--- src/rtl/memory_writeback.sv ---
// Memory-access and write-back stage of the multi-cycle RV32I core.
// Runs one data-memory transaction for loads/stores, then retires in a single WB cycle.
module memory_writeback #(
  parameter logic [31:0] RESET_PC = 32'h8000_0000
) (
  input  logic        clk,
  input  logic        rst,
  input  logic        execute_i_valid,
  output logic        wb_o_ready,
  input  logic [31:0] execute_i_valE,
  input  logic [31:0] execute_i_pre_pc,
  input  logic [31:0] select_pc_i_pc,
  input  logic [31:0] decode_i_reg_valB,
  input  logic [4:0]  decode_i_rd,
  input  logic        decode_i_reg_we,
  input  logic        decode_i_mem_rd,
  input  logic        decode_i_mem_wr,
  input  logic [1:0]  decode_i_mem_size,
  input  logic        decode_i_mem_unsigned,
  input  logic [1:0]  decode_i_wb_sel,
  output logic        dmem_o_req_valid,
  input  logic        dmem_i_req_ready,
  output logic [31:0] dmem_o_addr,
  output logic        dmem_o_wen,
  output logic [31:0] dmem_o_wdata,
  output logic [3:0]  dmem_o_wmask,
  input  logic        dmem_i_resp_valid,
  input  logic [31:0] dmem_i_rdata,
  output logic        wb_o_rf_we,
  output logic [4:0]  wb_o_rf_waddr,
  output logic [31:0] wb_o_rf_wdata,
  output logic        wb_o_pc_we,
  output logic [31:0] wb_o_next_pc,
  output logic        wb_o_misalign
);

  typedef enum logic [1:0] {IDLE, MEM_REQ, MEM_RESP, WB} state_t;

  state_t      state;
  logic [31:0] l_addr;
  logic [31:0] l_pre_pc;
  logic [31:0] l_pc;
  logic [4:0]  l_rd;
  logic        l_reg_we;
  logic        l_store;
  logic [1:0]  l_size;
  logic        l_uns;
  logic [1:0]  l_wb_sel;

  logic        misalign_c;

  // Size 11 is treated as word, so size[1] covers both word encodings.
  assign misalign_c = ((decode_i_mem_size == 2'b01) && execute_i_valE[0]) ||
                      (decode_i_mem_size[1] && (execute_i_valE[1:0] != 2'b00));

  function automatic logic [3:0] store_mask(input logic [1:0] size, input logic [1:0] off);
    case (size)
      2'b00:   store_mask = 4'b0001 << off;
      2'b01:   store_mask = 4'b0011 << off;
      default: store_mask = 4'b1111;
    endcase
  endfunction

  function automatic logic [31:0] store_data(input logic [1:0] size, input logic [31:0] v);
    case (size)
      2'b00:   store_data = {4{v[7:0]}};
      2'b01:   store_data = {2{v[15:0]}};
      default: store_data = v;
    endcase
  endfunction

  function automatic logic [31:0] load_ext(input logic [1:0] size, input logic uns,
                                           input logic [1:0] off, input logic [31:0] rdata);
    logic [7:0]  b;
    logic [15:0] h;
    case (off)
      2'd0:    b = rdata[7:0];
      2'd1:    b = rdata[15:8];
      2'd2:    b = rdata[23:16];
      default: b = rdata[31:24];
    endcase
    h = off[1] ? rdata[31:16] : rdata[15:0];
    case (size)
      2'b00:   load_ext = {{24{~uns & b[7]}}, b};
      2'b01:   load_ext = {{16{~uns & h[15]}}, h};
      default: load_ext = rdata;
    endcase
  endfunction

  function automatic logic [31:0] wb_data(input logic [1:0] sel, input logic [31:0] vale,
                                          input logic [31:0] ld, input logic [31:0] pc);
    case (sel)
      2'b01:   wb_data = ld;
      2'b10:   wb_data = pc + 32'd4;
      default: wb_data = vale;
    endcase
  endfunction

  always_ff @(posedge clk) begin
    if (rst) begin
      state            <= IDLE;
      wb_o_ready       <= 1'b1;
      dmem_o_req_valid <= 1'b0;
      dmem_o_addr      <= '0;
      dmem_o_wen       <= 1'b0;
      dmem_o_wdata     <= '0;
      dmem_o_wmask     <= '0;
      wb_o_rf_we       <= 1'b0;
      wb_o_rf_waddr    <= '0;
      wb_o_rf_wdata    <= '0;
      wb_o_pc_we       <= 1'b0;
      wb_o_next_pc     <= RESET_PC;
      wb_o_misalign    <= 1'b0;
      l_addr           <= '0;
      l_pre_pc         <= '0;
      l_pc             <= '0;
      l_rd             <= '0;
      l_reg_we         <= 1'b0;
      l_store          <= 1'b0;
      l_size           <= '0;
      l_uns            <= 1'b0;
      l_wb_sel         <= '0;
    end else begin
      case (state)
        IDLE: if (execute_i_valid) begin
          l_addr     <= execute_i_valE;
          l_pre_pc   <= execute_i_pre_pc;
          l_pc       <= select_pc_i_pc;
          l_rd       <= decode_i_rd;
          l_reg_we   <= decode_i_reg_we;
          l_store    <= decode_i_mem_wr;
          l_size     <= decode_i_mem_size;
          l_uns      <= decode_i_mem_unsigned;
          l_wb_sel   <= decode_i_wb_sel;
          wb_o_ready <= 1'b0;
          if ((decode_i_mem_rd || decode_i_mem_wr) && misalign_c) begin
            state         <= WB;
            wb_o_misalign <= 1'b1;
          end else if (decode_i_mem_rd || decode_i_mem_wr) begin
            state            <= MEM_REQ;
            dmem_o_req_valid <= 1'b1;
            dmem_o_addr      <= {execute_i_valE[31:2], 2'b00};
            dmem_o_wen       <= decode_i_mem_wr;
            dmem_o_wdata     <= decode_i_mem_wr ?
                                store_data(decode_i_mem_size, decode_i_reg_valB) : 32'd0;
            dmem_o_wmask     <= decode_i_mem_wr ?
                                store_mask(decode_i_mem_size, execute_i_valE[1:0]) : 4'd0;
          end else begin
            state         <= WB;
            wb_o_rf_we    <= decode_i_reg_we && (decode_i_rd != 5'd0);
            wb_o_rf_waddr <= decode_i_rd;
            wb_o_rf_wdata <= wb_data(decode_i_wb_sel, execute_i_valE, 32'd0, select_pc_i_pc);
            wb_o_pc_we    <= 1'b1;
            wb_o_next_pc  <= execute_i_pre_pc;
          end
        end
        MEM_REQ: if (dmem_i_req_ready) begin
          dmem_o_req_valid <= 1'b0;
          dmem_o_addr      <= '0;
          dmem_o_wen       <= 1'b0;
          dmem_o_wdata     <= '0;
          dmem_o_wmask     <= '0;
          if (l_store) begin
            state         <= WB;
            wb_o_rf_we    <= l_reg_we && (l_rd != 5'd0);
            wb_o_rf_waddr <= l_rd;
            wb_o_rf_wdata <= wb_data(l_wb_sel, l_addr, 32'd0, l_pc);
            wb_o_pc_we    <= 1'b1;
            wb_o_next_pc  <= l_pre_pc;
          end else begin
            state <= MEM_RESP;
          end
        end
        MEM_RESP: if (dmem_i_resp_valid) begin
          state         <= WB;
          wb_o_rf_we    <= l_reg_we && (l_rd != 5'd0);
          wb_o_rf_waddr <= l_rd;
          wb_o_rf_wdata <= wb_data(l_wb_sel, l_addr,
                                   load_ext(l_size, l_uns, l_addr[1:0], dmem_i_rdata), l_pc);
          wb_o_pc_we    <= 1'b1;
          wb_o_next_pc  <= l_pre_pc;
        end
        WB: begin
          state         <= IDLE;
          wb_o_ready    <= 1'b1;
          wb_o_rf_we    <= 1'b0;
          wb_o_pc_we    <= 1'b0;
          wb_o_misalign <= 1'b0;
        end
        default: state <= IDLE;
      endcase
    end
  end

endmodule

--- config.mk ---
export PLATFORM = sky130hd
export DESIGN_NAME = memory_writeback
export DESIGN_NICKNAME = d
export VERILOG_FILES = /design/src/rtl/memory_writeback.sv
export SDC_FILE = /design/constraint.sdc
export NUM_CORES = 1
export LEC_CHECK = 0
export BUFFER_PORTS_ARGS = -buffer_cell sky130_fd_sc_hd__buf_2
export CORE_MARGIN = 8
export CORE_UTILIZATION = 35
export DETAILED_ROUTE_END_ITERATION = 10
export GPL_ROUTABILITY_DRIVEN = 0
export MAX_ROUTING_LAYER = met4
export PLACE_DENSITY = 0.62
export SLEW_MARGIN = 10
export SYNTH_ARGS = -nofsm -noshare
export SYNTH_HDL_FRONTEND = slang
export SYNTH_SLANG_ARGS = --single-unit
--- constraint.sdc ---
create_clock -name clk -period 2.7 [get_ports clk]
set_input_delay 0.405 -clock clk [delete_from_list [all_inputs] [get_ports clk]]
set_output_delay 0.405 -clock clk [all_outputs]
set_load 0.05 [all_outputs]
## After elaboration in Yosys (flattened, before gate mapping)

Index checks and enable logic that the tools add are counted.

- Register bits after elaboration: 253
- Output and inout bits: 143
- Word-level logic and storage cells: 155
- Input bits: 178

- Bitwise logic cells: 3
- Reductions and logical operators: 24
- $add $sub $neg: 2
- Multiplexer cells: 83
- Eq/ne operators: 19
- Shifts and indexed selects: 2

Operator list:

| operator | count |
|---|---|
| $mux W32 | 20 |
| $pmux W32 S2 | 7 |
| $pmux W32 S3 | 2 |
| $add A32 B3 Y32 const B | 2 |
| $mux W5 | 6 |
| $mux W8 | 3 |
| $pmux W8 S3 | 1 |
| $mux W1 | 23 |
| $mux W4 | 5 |
| $mux W16 | 1 |
| $ne A2 B2 Y1 const B | 8 |
| $pmux W4 S2 | 2 |
| $pmux W5 S3 | 1 |
| $eq A2 B1 Y1 const B | 6 |
| $eq A2 B2 Y1 const B | 5 |
| $mux W2 | 5 |
| $reduce_bool A5 Y1 | 2 |
| $logic_not A2 Y1 | 4 |
| $pmux W1 S2 | 4 |
| $pmux W1 S4 | 2 |
| $pmux W2 S4 | 1 |
| $reduce_and A7 Y1 | 1 |
| $reduce_and A3 Y1 | 2 |
| $reduce_and A6 Y1 | 1 |
| other kinds (10) | 19 |

## Logic depth before layout (Yosys ltp)

- Depth after elaboration: 10
- Depth in mapped cells: 11
- Depth with buffers taken out: 8

## Least setup slack after synthesis

Ideal clock, no wire load.

- Kind: reg2reg
- Start: register state[1]
- End: register wb_o_rf_wdata[11]
- Library setup time: 0.086 ns
- Path slack: 0.531 ns
- Stages on the path, launching flop included: 11
- Data required time: 2.614 ns
- Data arrival time: 2.084 ns
- Path buffers: 3
- Cell sequence: dfxtp_1 > inv_1 > ha_1 > nor2b_1 > a221oi_2 > and2_1 > buf_2 > buf_2 > buf_1 > nor2_1 > a211oi_1

- Cells in the longest elaborated chain, start to end: 3

Ends and longest elaborated chain:

| element | line | source |
|---|---|---|
| start: declaration | 39 | `state_t state;` |
| start signal: assignment | 101 | `state <= IDLE;` |
| start signal: assignment | 137 | `state <= WB;` |
| start signal: assignment | 140 | `state <= MEM_REQ;` |
| $eq A2 B1 Y1, or another cell as far along | 124 | `case (state)` |
| $ne A2 B2 Y1 (no source line) or $reduce_bool A3 Y1 (tied branches) | -- |  |
| $reduce_and A7 Y1 (no source line) | -- |  |
| end signal: assignment | 152 | `wb_o_rf_wdata <= wb_data(decode_i_wb_sel, execute_i_valE, 32'd0, select_pc_i_pc);` |
| end signal: assignment | 167 | `wb_o_rf_wdata <= wb_data(l_wb_sel, l_addr, 32'd0, l_pc);` |
| end signal: assignment | 178 | `wb_o_rf_wdata <= wb_data(l_wb_sel, l_addr,` |
| end: declaration | 31 | `output logic [31:0] wb_o_rf_wdata,` |

Parallel ways exist; a longest one is shown, timed or not.
A chain may end at the register's enable or synchronous reset.

## Worst setup path in the final report

- Start: register state[0]
- End: register wb_o_rf_wdata[25]

The elaborated chain is that of the path after synthesis.

==> results by group <==
Run status
  – Outcome: completed

Clock network
  – Clk_lat worst skew: 580 ps
  – CTS tree: done
  – CTS Buf Count: 30
  – Htree depth: 1
  – Clock Path Buffers: 3
  – CTS Sinks: 251
  – Worst-path clk slew: 60 ps
  – Clk root buf: clkbuf_16
  – CTS hold repair buffers: 0

Synth
  – Warnings from Yosys: 0
  – Flops & latches, synth: 251
  – Cell area after synthesis: 12700 um^2
  – Distinct cells, synth: 69
  – Seq/Total Area, Yosys: 39.4%
  – Synth Instances: 1656
  – Post-synth top flop: dfxtp_1
  – Post-synth EDFFs: 0
  – Syn Area/Cell: 7.70 um^2
  – FFs w/ async S/R, synth: 0%

Power and ir drop
  – Psw: 8.78 mW
  – Clock share of power: between 20 and 25%
  – Tot Pwr: 18.6 mW
  – Static Leak: roughly 6.5 nW
  – Max VDD drop: 0.563 mV
  – Sequential power share: 28.5%
  – Internal power: 9.83 mW
  – Sw frac: 47.2%
  – PD cells: 1170 nW/um^2
  – Comb pwr share: 48.9%

Min path
  – Min-delay worst type: input pin to register

Timing
  – Fmax: 408 MHz
  – Max Slew Vio Count: 0
  – Setup Total Neg Slack: 0 ps
  – Final setup fails: 0
  – Slew headroom: about 48%
  – Final hold violation count: 0
  – Min cycle time layout: 2450 ps
  – Final Cycle Share: 90.7%
  – Worst Clk Skew: between 20 and 30 ps
  – Slew at the pin closest to its max-slew limit: 787 ps
  – Hold Slack: between 70 and 80 ps
  – Unrepaired setup endpoints after global routing: false

Routing
  – M1 WL: between 20 and 25 mm
  – Met3 Wirelength: 5.26 mm
  – Final ANT Viol Nets: 0
  – Detailed Routing Iterations Pass 1: 5
  – Top routing layer used: met4
  – WL met2: 22.4 mm
  – Drt drc: 0
  – Initial DRC Count: between 1000 and 1500
  – Avg WL per Cell: about 21 um
  – Via count: approximately 13000
  – WL final: 51.4 mm
  – Via-to-Cell Ratio: 5.52

Cells and area
  – Fin util: 44.0%
  – Commonest non-fill, non-tap cell in the layout: buf_2
  – Layout overhead on the synthesized area: 25.1%
  – Share of cells above drive strength 1: 24.1%
  – Final nets: 2118
  – Most frequent cells in the layout: buf_2, nand2_1, dfxtp_1

Floorplan
  – Number of top-level pins: 321
  – Die Span X: 207 um
  – Core ar.: about 36000 um^2
  – Die Ht: 207 um
  – Die area: 42800 um^2
  – Site Rows: 70
  – Initial Util: 35.2%

Setup path
  – Cell-by-cell trace of the critical path: inv_1 -> ha_1 -> nand2_1 -> a21o_1 -> nor3_1 -> a2111oi_2 -> buf_4 -> a311oi_1
  – CP max stage delay: roughly 480 ps
  – Worst Setup Path Type: register to register
  – CP bufs+invs: 2
  – Slowest CP cell: a2111oi_2
  – Critical path endpoint category: register
  – Nature of the critical path startpoint: register
  – Critical path's top delay family: compound AO/OA/AOI/OAI gates
  – Crit path DAT: about 2900 ps
  – Required time of the critical path: roughly 3100 ps
  – Worst-path fanout max: 10

Run
  – Total of max-cap violations: 0

Global routing
  – Initial antenna violation count: 8
  – Gr ovfl total: 0
  – First-pass GRT wire length: approximately 77 mm
  – GRT Total Usage: approximately a quarter
  – Pin count of the biggest net entering global routing: 123
  – Vias in the first global route: 12900

Placed design
  – PortBufs: 318
  – Detailed placement HPWL: 38.7 mm
[layer usage]
layer	up-vias	global-route usage (%)
li1	6379	-
met1	6277	30.8
met2	656	35.4
met3	111	5.98
met4	0	8.37
met5	-	-
[final cells by class]
class | instances | area [um^2]
clock inverter | 15 | 174
inverter | 31 | 116
multi-input combinational | 1241 | 7080
sequential | 251 | 5020
timing repair buffer | 376 | 2080
antenna | 9 | 22.5
fill | 3732 | 20300
clock buffer | 40 | 868
tap | 468 | 586
[cell families (layout without fill, tap and decap cells)]
| family | count (synthesis) | after routing | synth area share (%) |
|---|---|---|---|
| DFF | 251 | 251 | 39.4 |
| AOI/OAI and AO/OA | 444 | 444 | 21.4 |
| muxes | 62 | 62 | 4.97 |
| adders and majority gates | 9 | 9 | 0.883 |
| other | 1 | 11 | 0.0294 |
| xor gates and xnor gates | 53 | 53 | 3.64 |
| buffers and inverters | 165 | 462 | 5.41 |
| and+or+nand+nor | 671 | 671 | 24.2 |
[cell usage after synthesis, types with 6 or more instances]
library cell	number	area [um^2]
or3_1	8	50.1
buf_2	9	45.0
buf_1	9	33.8
mux2_2	10	113
o221ai_1	8	70.1
ha_1	9	113
clkbuf_1	108	405
o21ai_0	59	295
nand4_1	21	131
nor3_1	43	215
and2_1	7	43.8
o211ai_1	13	97.6
a22oi_1	6	45.0
inv_1	30	113
nor3b_1	33	248
xnor2_1	34	298
dfxtp_1	251	5020
a221oi_1	19	166
a311oi_1	10	87.6
nor2_1	162	608
nand2_1	297	1110
mux2i_1	52	521
nand2b_1	7	43.8
a21oi_1	225	1130
o21a_1	6	45.0
xor2_1	19	166
nor2b_1	19	119
nand3_1	34	170
a211oi_1	56	420
and3_1	7	43.8
[path summary, 6_finish.rpt]
check | slack (ps) | start | to | cells after the start
setup / recovery | 250 | state[0] | wb_o_rf_wdata[25] | 8
hold / removal | 80 | decode_i_mem_unsigned | l_uns | 3
setup reg to reg | 250 | state[0] | wb_o_rf_wdata[25] | 8
hold reg to reg | 450 | wb_o_rf_wdata[2] | wb_o_rf_wdata[2] | 2
[power by group through the flow]
stage,Sequential [mW],Clock [mW],Combinational (mW)
after floorplan,7.31,0,4.30
after global placement,5.34,0,8.92
after detailed placement,5.37,0,9.03
after CTS,5.29,4.31,9.05
after global routing,5.40,4.48,9.75
final,5.30,4.20,9.11
[worst min-delay path, stage by stage]
cell     delay [ps]
buf_2            90
nand2_1          40
a21oi_1          50
[stage by stage]
stage | cell area, um^2 | setup slack, ps | cells
after CTS | 15900 | 3.54 | 2422
after global routing | 15900 | 101 | 2430
after detailed placement | 14900 | 45.0 | 2367
after floorplan | 12800 | 531 | 1657
final | 16000 | 251 | 2431
after global placement | 14900 | 45.4 | 2367
[registers in the layout, indices dropped and copies added (netlist names)]
| register | count |
|---|---|
| dmem_o_wdata | 32 |
| l_rd | 5 |
| state | 2 |
| wb_o_ready | 1 |
| l_store | 1 |
| wb_o_pc_we | 1 |
| l_size | 2 |
| wb_o_rf_wdata | 32 |
| dmem_o_wen | 1 |
| l_wb_sel | 2 |
| dmem_o_addr | 30 |
| wb_o_next_pc | 32 |
| wb_o_rf_waddr | 5 |
| l_addr | 32 |
| dmem_o_req_valid | 1 |
| wb_o_misalign | 1 |
| l_reg_we | 1 |
| dmem_o_wmask | 4 |
| l_uns | 1 |
| wb_o_rf_we | 1 |
| l_pc | 32 |
| l_pre_pc | 32 |
[what timing repair did]
item | CTS | global route
endpoints found under the setup margin | 0 | 1
gates resized for setup | 0 | 2
hold endpoints to repair | 0 | 0
buffers inserted | 0 | 0
Note: power is estimated with default switching activity, not from simulation.
